--- src/rtl/serial_sub.sv ---
// serial_sub: bit-serial ripple-borrow subtractor computing a - b - bin.
// One result bit per clock, LSB first, with the borrow held in a flop.
// Optional feature macro: SERIAL_SUB_OVF_EN adds the signed-overflow output ovf.
//
// Handshake: start is sampled on every rising edge. It is accepted in IDLE
// and DONE and ignored in SHIFT. busy is high for the WIDTH cycles of SHIFT.
// done pulses for one cycle, and diff/bout (and ovf) are valid from that
// cycle until the next DONE entry.
module serial_sub #(
  parameter int WIDTH = 4
) (
  input  logic             clk,
  input  logic             rst,
  input  logic             start,
  input  logic [WIDTH-1:0] a,
  input  logic [WIDTH-1:0] b,
  input  logic             bin,
  output logic             busy,
  output logic             done,
  output logic [WIDTH-1:0] diff,
  output logic             bout
`ifdef SERIAL_SUB_OVF_EN
  ,
  output logic             ovf
`endif
);

  localparam int CW = (WIDTH > 1) ? $clog2(WIDTH) : 1;

  typedef enum logic [1:0] {
    IDLE  = 2'd0,
    SHIFT = 2'd1,
    DONE  = 2'd2
  } state_t;

  state_t           state_q, state_d;
  logic [WIDTH-1:0] a_q, a_d;
  logic [WIDTH-1:0] b_q, b_d;
  logic [WIDTH-1:0] acc_q, acc_d;
  logic [WIDTH-1:0] diff_q, diff_d;
  logic [CW-1:0]    cnt_q, cnt_d;
  logic             brw_q, brw_d;
  logic             bout_q, bout_d;
`ifdef SERIAL_SUB_OVF_EN
  logic             ovf_q, ovf_d;
`endif

  // Current bit of the ripple-borrow subtractor; operands shift right so bit 0 is the live bit.
  logic d_bit;
  logic brw_nx;
  logic last_bit;

  assign d_bit    = a_q[0] ^ b_q[0] ^ brw_q;
  assign brw_nx   = (~a_q[0] & b_q[0]) | (~(a_q[0] ^ b_q[0]) & brw_q);
  assign last_bit = (cnt_q == CW'(WIDTH - 1));

  // State and datapath registers, all cleared asynchronously.
  always_ff @(posedge clk or posedge rst) begin
    if (rst) begin
      state_q <= IDLE;
      a_q     <= '0;
      b_q     <= '0;
      acc_q   <= '0;
      diff_q  <= '0;
      cnt_q   <= '0;
      brw_q   <= 1'b0;
      bout_q  <= 1'b0;
`ifdef SERIAL_SUB_OVF_EN
      ovf_q   <= 1'b0;
`endif
    end else begin
      state_q <= state_d;
      a_q     <= a_d;
      b_q     <= b_d;
      acc_q   <= acc_d;
      diff_q  <= diff_d;
      cnt_q   <= cnt_d;
      brw_q   <= brw_d;
      bout_q  <= bout_d;
`ifdef SERIAL_SUB_OVF_EN
      ovf_q   <= ovf_d;
`endif
    end
  end

  // Next-state and datapath update: capture in IDLE/DONE, one bit per cycle in SHIFT.
  always_comb begin
    state_d = state_q;
    a_d     = a_q;
    b_d     = b_q;
    acc_d   = acc_q;
    diff_d  = diff_q;
    cnt_d   = cnt_q;
    brw_d   = brw_q;
    bout_d  = bout_q;
`ifdef SERIAL_SUB_OVF_EN
    ovf_d   = ovf_q;
`endif
    case (state_q)
      IDLE, DONE: begin
        if (start) begin
          state_d = SHIFT;
          a_d     = a;
          b_d     = b;
          brw_d   = bin;
          acc_d   = '0;
          cnt_d   = '0;
        end else begin
          state_d = IDLE;
        end
      end
      SHIFT: begin
        a_d   = a_q >> 1;
        b_d   = b_q >> 1;
        acc_d = {d_bit, acc_q[WIDTH-1:1]};
        brw_d = brw_nx;
        cnt_d = cnt_q + CW'(1);
        if (last_bit) begin
          // Bit 0 of a_q/b_q now holds the operand MSBs; publish the result.
          state_d = DONE;
          diff_d  = {d_bit, acc_q[WIDTH-1:1]};
          bout_d  = brw_nx;
`ifdef SERIAL_SUB_OVF_EN
          ovf_d   = (a_q[0] != b_q[0]) & (d_bit != a_q[0]);
`endif
        end
      end
      default: state_d = IDLE;
    endcase
  end

  assign busy = (state_q == SHIFT);
  assign done = (state_q == DONE);
  assign diff = diff_q;
  assign bout = bout_q;
`ifdef SERIAL_SUB_OVF_EN
  assign ovf  = ovf_q;
`endif

endmodule

--- config.mk ---
export PLATFORM = sky130hd
export DESIGN_NAME = serial_sub
export DESIGN_NICKNAME = d
export VERILOG_FILES = /design/src/rtl/serial_sub.sv
export SDC_FILE = /design/constraint.sdc
export NUM_CORES = 1
export LEC_CHECK = 0
export ABC_AREA = 1
export BUFFER_PORTS_ARGS = -buffer_cell sky130_fd_sc_hd__buf_2
export CAP_MARGIN = 0
export CORE_MARGIN = 4
export CORE_UTILIZATION = 47
export DETAILED_ROUTE_END_ITERATION = 8
export PLACE_DENSITY = 0.71
export RECOVER_POWER = 50
export SYNTH_ARGS = -nofsm -noshare
export SYNTH_HDL_FRONTEND = slang
export SYNTH_SLANG_ARGS = --single-unit
--- constraint.sdc ---
create_clock -name clk -period 1.25 [get_ports clk]
set_clock_uncertainty 0.15 [all_clocks]
set_input_delay 0 -clock clk [delete_from_list [all_inputs] [get_ports clk]]
set_output_delay 0 -clock clk [all_outputs]
set_load 0.02 [all_outputs]
### Word-level counts from Yosys, hierarchy flattened

Cells that the tools add are included.
Widths: inputs -> output; s select.

* add/sub/neg operators: 1
* multiply operators: 0
* div/mod/pow operators: 0
* magnitude comparators: 0
* eq/ne operators: 5
* shift-type cells: 0
* muxes and demuxes: 13
* bitwise logic cells: 7
* reductions and logical operators: 5

Operators with widths (count)
* $pmux 4 s2: 3
* $mux 4: 3
* $pmux 2 s2: 2
* $eq 2x2->1 const B: 2
* $mux 2: 2
* $reduce_and 2->1: 2
* $add 2x1->2 const B: 1
* $and 1x1->1: 2
* $eq 2x1->1 const B: 1
* $logic_not 2->1: 1
* $mux 1: 2
* $ne 2x1->1 const B: 1
* $ne 2x2->1 const B: 1
* $not 1->1: 2
* $pmux 1 s2: 1
* $reduce_bool 2->1: 1
* $reduce_or 2->1: 1
* $xor 1x1->1: 2
* $or 1x1->1: 1

* register bits: 22
* latch bits: 0
* RAM bits: 0
* bits in read-only memories: 0
* input port bits: 12
* output and inout port bits: 7
* memories kept: 0

### Longest topological paths before layout

Gate-level depths: netlist (run 1).

* depth after elaboration: 5
* mapped depth: 7

### Least setup slack after synthesis (run 1)

OpenSTA, ideal clock, no wires.

* kind: register -> register
* start: register a_q[0]
* end: register acc_q[3]
* library setup time: 0.076 ns
* arrival: 1.040 ns
* required time: 1.024 ns
* setup slack: -0.016 ns
* cell stages (with the launch flop): 4
* period minus slack after synthesis: 1.266 ns
* cell sequence: dfrtp_1 fa_1 nand2_1 o21ai_1

* cells in the longest elaborated chain, start to end: 3

Ends and longest elaborated chain
* from (decl): RTL line 37 `logic [WIDTH-1:0] a_q, a_d;`
* from (signal assigned): RTL line 61 `a_q <= '0;`
* from (signal assigned): RTL line 73 `a_q <= a_d;`
* $xor 1x1->1 (2 in a row): RTL line 53 `assign d_bit = a_q[0] ^ b_q[0] ^ brw_q;`
* via d_bit: RTL line 49 `logic d_bit;`
* $pmux 4 s2: RTL line 99 `case (state_q)`
* to (signal assigned): RTL line 63 `acc_q <= '0;`
* to (signal assigned): RTL line 75 `acc_q <= acc_d;`
* to (decl): RTL line 39 `logic [WIDTH-1:0] acc_q, acc_d;`

The timed path passes the listed nets, and every way through them passes these cells.
A chain may end at the register's enable or synchronous reset.

### Final worst setup path (run 1)

* start: register b_q[0]
* end: register acc_q[3]

* cells in the longest elaborated chain, start to end: 3

Ends and longest elaborated chain
* from (decl): RTL line 38 `logic [WIDTH-1:0] b_q, b_d;`
* from (signal assigned): RTL line 62 `b_q <= '0;`
* from (signal assigned): RTL line 74 `b_q <= b_d;`
* $xor 1x1->1 (2 in a row): RTL line 53
* via d_bit: RTL line 49
* $pmux 4 s2: RTL line 99

The timed path passes the listed nets, and every way through them passes these cells.

==> flow_metrics.tcl, run 1 <==
set metrics [dict create \
    final_util_pct 73.0 \
    drive_gt1_share_pct 38.2 \
    cp.required_ps 1330 \
    grt_max_degree 22 \
    grt-ovfl-total 0 \
    cp_cell_sequence "inv_2 > fa_2 > nand2_1 > o21ai_1" \
    top_layer_used "met4" \
    wl_mm 2.45 \
    rsz0062_at_grt "yes" \
    fill_cells 144 \
    whs_ps 187 \
    fp.dieW_um 53.8 \
    fin_ws_ps -82.7 \
    drv_slew 0 \
    clk_pin_slew_ps 120 \
    final_cell_mix "nand2_1 (35), dfrtp_1 (21), inv_1 (17), buf_2 (16), dlygate4sd3_1 (11)" \
    clockRootBuffer "clkbuf_4" \
    vias_per_cell 4.82 \
    power_frac_clock_pct 8.7 \
    synth_cell_types 15 \
    pwr-share-seq_pct 31.0 \
    vias 926 \
    fin_crit_ps 1330 \
    cts_buffers 3 \
    maxCapViolCount 0 \
    cp_max_fo 2 \
    crit_path_start_kind "flip-flop" \
    rrSetupSlack_ps -80 \
    diodes 0 \
    grtUsageTotal_pct 18.5 \
    p_sw_mw 1.68 \
    fin_tns_setup_ps -392 \
    yosysWarnings 0 \
    final_common_cell "nand2_1" \
    ys_seq_area_share_pct 53.4 \
    clk_latency_ps 300 \
    wl_met1_um 997 \
    worst_pin_slew_ps 527 \
    syn_area_um2 985 \
    cpPeakStageDelay_ps 570 \
    hold_class "in2async" \
    clk_path_buf_depth 2 \
    grt_pass1_vias 842 \
    power_density_mw_per_mm2 2640 \
    violations "negative setup slack" \
    wire_per_inst_um 12.7 \
    slew_headroom_pct 64.8 \
    drtIter0Drc 20 \
    first_pass_iters 4 \
    tritoncts "built" \
    status "complete, but fails checks" \
    rows 16 \
    grt_pass1_wl_mm 3.77 \
    wl_met3_um 104 \
    io_buffer_count 18 \
    ios 19 \
    min_period_over_period_pct 107 \
    fin_nets 180 \
    cp-end-kind "flip-flop" \
    critPathKind "reg2reg" \
    die_y_um 53.8 \
    start_util_pct 49.7 \
    fp.dieArea_mm2 0.00289 \
    finalHoldViolations 0 \
    p_leak_nw 0.799 \
    cp.arrival_ps 1420 \
    synth_nets 132 \
    syn2layout_area_growth_pct 46.9 \
    antenna_left 0 \
    syn_inst 118 \
    drc 0 \
    p_sw_share_pct 44.0 \
    clock-sinks 21 \
    yosys_register_bits 21 \
    ir_worst_vdd_mv 1.40 \
    syn_area_per_cell_um2 8.34 \
    gp_congestion 0.763 \
    fin_cells 192 \
    dp_hpwl_mm 1.40 \
    antenna_found_initial 0 \
    timing.fmax_mhz 750 \
    dp_cells 170 \
    core-area_mm2 0.00198 \
    combPwrFrac_pct 60.3 \
    slowest_stage "fa_2" \
    setup_viol 11 \
    h-tree-depth 1 \
    routed-wl-met2_mm 1.30 \
    intPower_mw 2.14 \
]
[kinds of logic after synthesis]
| logic type | count (synthesis) | share of synthesized area [%] |
|---|---|---|
| adders and majority gates | 2 | 3.30 |
| buffers and inverters | 27 | 11.8 |
| DFF | 21 | 53.4 |
| AOI/OAI and AO/OA | 11 | 5.59 |
| and+or+nand+nor | 57 | 25.9 |
[metrics by stage]
step,cell area [um2],setup WS (ps),power (mW)
final,1450,-82.7,3.82
after floorplan,985,-5.22,2.37
after CTS,1360,-63.7,3.43
after detailed placement,1150,-46.6,2.87
after global placement,1150,-11.3,2.81
after global routing,1450,-108,4.10
[final cells by class]
type	count	area [um2]	share of cell area, %
repair buffers	45	357	24.7
flip-flops and latches	21	526	36.3
inverters	25	96.3	6.66
multi-input cells	70	408	28.2
well taps	27	33.8	2.34
clock buffers	4	26.3	1.82
[critical path, delay by kind of cell, from the launching register on]
kind	cells	cell delay [ps]
adder cells (fa/ha/maj)	1	570
buffers and inverters	1	50
AND/OR/NAND/NOR	1	50
AO/OA/AOI/OAI	1	70
flip-flops	1	390
[synth_stat cells (all sizes together)]
cell | instances | area share, %
nand2 | 41 | 17
o21ai | 10 | 5.1
fa | 1 | 2.0
nand3 | 13 | 6.6
buf | 2 | 2.3
dfrtp | 21 | 53
nor2 | 3 | 1.9
ha | 1 | 1.3
inv | 25 | 9.5
a21oi | 1 | 0.51
[power by group through the flow]
stage / combinational, mW / sequential [mW] / clock [mW]
final: 2.30 / 1.19 / 0.331
after global routing: 2.51 / 1.22 / 0.367
after CTS: 1.92 / 1.18 / 0.331
after detailed placement: 1.68 / 1.20 / 0
after global placement: 1.62 / 1.18 / 0
after floorplan: 1.13 / 1.24 / 0
[registers in the layout, indices dropped and copies added, names as in the netlist]
signal / cells
a_q: 4
cnt_q: 2
acc_q: 3
brw_q: 1
bout: 1
b_q: 4
state_q: 2
diff: 4
[repair_timing]
item,CTS,global route
pin swaps,3,13
setup buffers,4,3
cloned,0,0
hold buffers,11,0
endpoints found under the hold margin,31,0
setup endpoints to repair,5,22
resized for setup,11,21
[routing by layer]
metal | up-vias | GRT usage, %
met4 | 0 | 9.36
met3 | 4 | 3.32
li1 | 449 | -
met2 | 30 | 29.4
met5 | - | 0
met1 | 443 | 23.8
[path summary, 6_finish.rpt]
check | depth (start not counted) | startpoint | endpoint
min reg2reg | 2 | diff[3]$_DFFE_PP0P_ | diff[3]$_DFFE_PP0P_
max in group asynchronous | 4 | rst | a_q[0]$_DFFE_PP0P_
min | 4 | rst | diff[0]$_DFFE_PP0P_
max | 4 | b_q[0]$_DFFE_PP0P_ | acc_q[3]$_DFFE_PP0P_
max reg2reg | 4 | b_q[0]$_DFFE_PP0P_ | acc_q[3]$_DFFE_PP0P_
min in group clk | 4 | a[3] | a_q[3]$_DFFE_PP0P_
Power figures use the tool's default switching activity.
==> run 2: changes to the inputs <==
- CORE_UTILIZATION: 47 -> 50
- PLACE_DENSITY: 0.71 -> 0.72
- clock period: 1.25 -> 1.4 ns (I/O delays scaled with it)
==> flow_metrics.tcl, run 2 (synthesis gave the netlist of run 1 again) <==
set metrics [dict create \
    io_buffer_count 18 \
    rsz0062_at_grt "no" \
    r2r_cells 6 \
    fin_cells 182 \
    pwr-share-seq_pct 36.7 \
    cp-end-kind "output pin" \
    fin_crit_ps 1330 \
    hold_class "in2async" \
    grt_pass1_wl_mm 3.66 \
    cp.arrival_ps 1180 \
    final_common_cell "nand2_1" \
    power_density_mw_per_mm2 2240 \
    crit_path_start_kind "flip-flop" \
    clk_path_buf_depth 2 \
    h-tree-depth 1 \
    wl_mm 2.11 \
    clk_pin_slew_ps 120 \
    tritoncts "built" \
    antenna_found_initial 0 \
    grt_pass1_vias 826 \
    clk_latency_ps 300 \
    rrSetupSlack_ps 80 \
    combPwrFrac_pct 53.1 \
    syn2layout_area_growth_pct 30.1 \
    clockRootBuffer "clkbuf_4" \
    die_y_um 52.4 \
    grtUsageTotal_pct 18.6 \
    core-area_mm2 0.00180 \
    grt_max_degree 22 \
    wire_per_inst_um 11.6 \
    crit_start "state_q[1]$_DFFE_PP0P_" \
    dp_cells 165 \
    fin_nets 172 \
    finalHoldViolations 0 \
    cp.required_ps 1250 \
    slew_headroom_pct 65.0 \
    ir_worst_vdd_mv 1.17 \
    status "complete, no violations" \
    intPower_mw 1.62 \
    ios 19 \
    p_sw_mw 1.25 \
    routed-wl-met2_mm 1.00 \
    fin_tns_setup_ps 0 \
    worst_pin_slew_ps 525 \
    clock-sinks 21 \
    dp_hpwl_mm 1.47 \
    reg2reg_to "b_q[0]$_DFFE_PP0P_" \
    power_frac_clock_pct 10.2 \
    drive_gt1_share_pct 22.3 \
    p_leak_nw 0.721 \
    start_util_pct 54.7 \
    grt-ovfl-total 0 \
    maxCapViolCount 0 \
    diodes 0 \
    wl_met3_um 79 \
    drtIter0Drc 9 \
    endpoint "done" \
    cts_buffers 3 \
    wl_met1_um 983 \
    setup_viol 0 \
    cp_max_fo 7 \
    p_sw_share_pct 43.6 \
    rows 15 \
    drc 0 \
    vias 852 \
    drv_slew 0 \
    vias_per_cell 4.68 \
    min_period_over_period_pct 94.7 \
    final_cell_mix "nand2_1 (38), inv_1 (21), dfrtp_1 (21), nand3_1 (13), buf_2 (13)" \
    antenna_left 0 \
    fp.dieArea_mm2 0.00274 \
    first_pass_iters 4 \
    top_layer_used "met4" \
    timing.rr.start "state_q[0]$_DFFE_PP0P_" \
    timing.fmax_mhz 754 \
    critPathKind "reg2out" \
    gp_congestion 0.829 \
    fp.dieW_um 52.4 \
]
[run 2: changes by cell type in the layout (fill, tap and decap cells not counted), sizes merged]
cell,delta
buf,-11
clkbuf,+3
[run 2: critical path, stage by stage, from the launching register on]
cell and delay (ps):
dfrtp_1 430, inv_2 70, buf_4 160, nor2_2 80
buf_4 140
[run 2: how the worst min path moves through the flow]
stage | to | from | cells after the start | slack, ps
final | a_q[2]$_DFFE_PP0P_ | rst | 4 | 190
after global routing | b_q[3]$_DFFE_PP0P_ | rst | 4 | 260
after CTS | a_q[3]$_DFFE_PP0P_ | rst | 4 | 100
after detailed placement | acc_q[1]$_DFFE_PP0P_ | rst | 3 | -110
after global placement | cnt_q[1]$_DFFE_PP0P_ | rst | 3 | -110
after floorplan | a_q[0]$_DFFE_PP0P_ | rst | 1 | -170
[run 2: stage by stage]
step / hold WS (ps) / worst slack, ps / utilization (%) / power (mW) / cell area [um2]
after floorplan: -173 / 134 / - / 2.11 / 985
after global placement: -112 / 115 / 62.6 / 2.46 / 1130
after detailed placement: -108 / 88.6 / 62.6 / 2.52 / 1130
after CTS: 98.1 / 29.1 / 71.0 / 2.89 / 1280
after global routing: 256 / 11.5 / 71.1 / 3.16 / 1280
final: 186 / 74.6 / 71.1 / 2.87 / 1280
[run 2: area by class of cell]
cell class	count	area, um2
Multi-Input combinational cell	70	345
Timing Repair Buffer	37	259
Fill cell	150	520
Clock buffer	4	26.3
Tap cell	25	31.3
Inverter	25	93.8
Sequential cell	21	526
[run 2: routing by layer]
metal | up-vias | GRT usage (%)
met3 | 4 | 3.70
li1 | 435 | -
met2 | 16 | 27.9
met5 | - | 0
met1 | 397 | 25.5
met4 | 0 | 9.36
[run 2: power by group through the flow]
stage | clock [mW] | sequential, mW | combinational, mW
after floorplan | 0 | 1.11 | 1.00
after global placement | 0 | 1.06 | 1.40
after detailed placement | 0 | 1.07 | 1.45
after CTS | 0.299 | 1.05 | 1.54
after global routing | 0.331 | 1.10 | 1.74
final | 0.292 | 1.05 | 1.53
[run 2: timing repair]
action,4_1_cts,5_1_grt
setup buffers,2,0
pin swaps,1,0
endpoints found under the hold margin,31,0
endpoints found under the setup margin,1,2
gates resized for setup,0,3
hold buffers,11,0
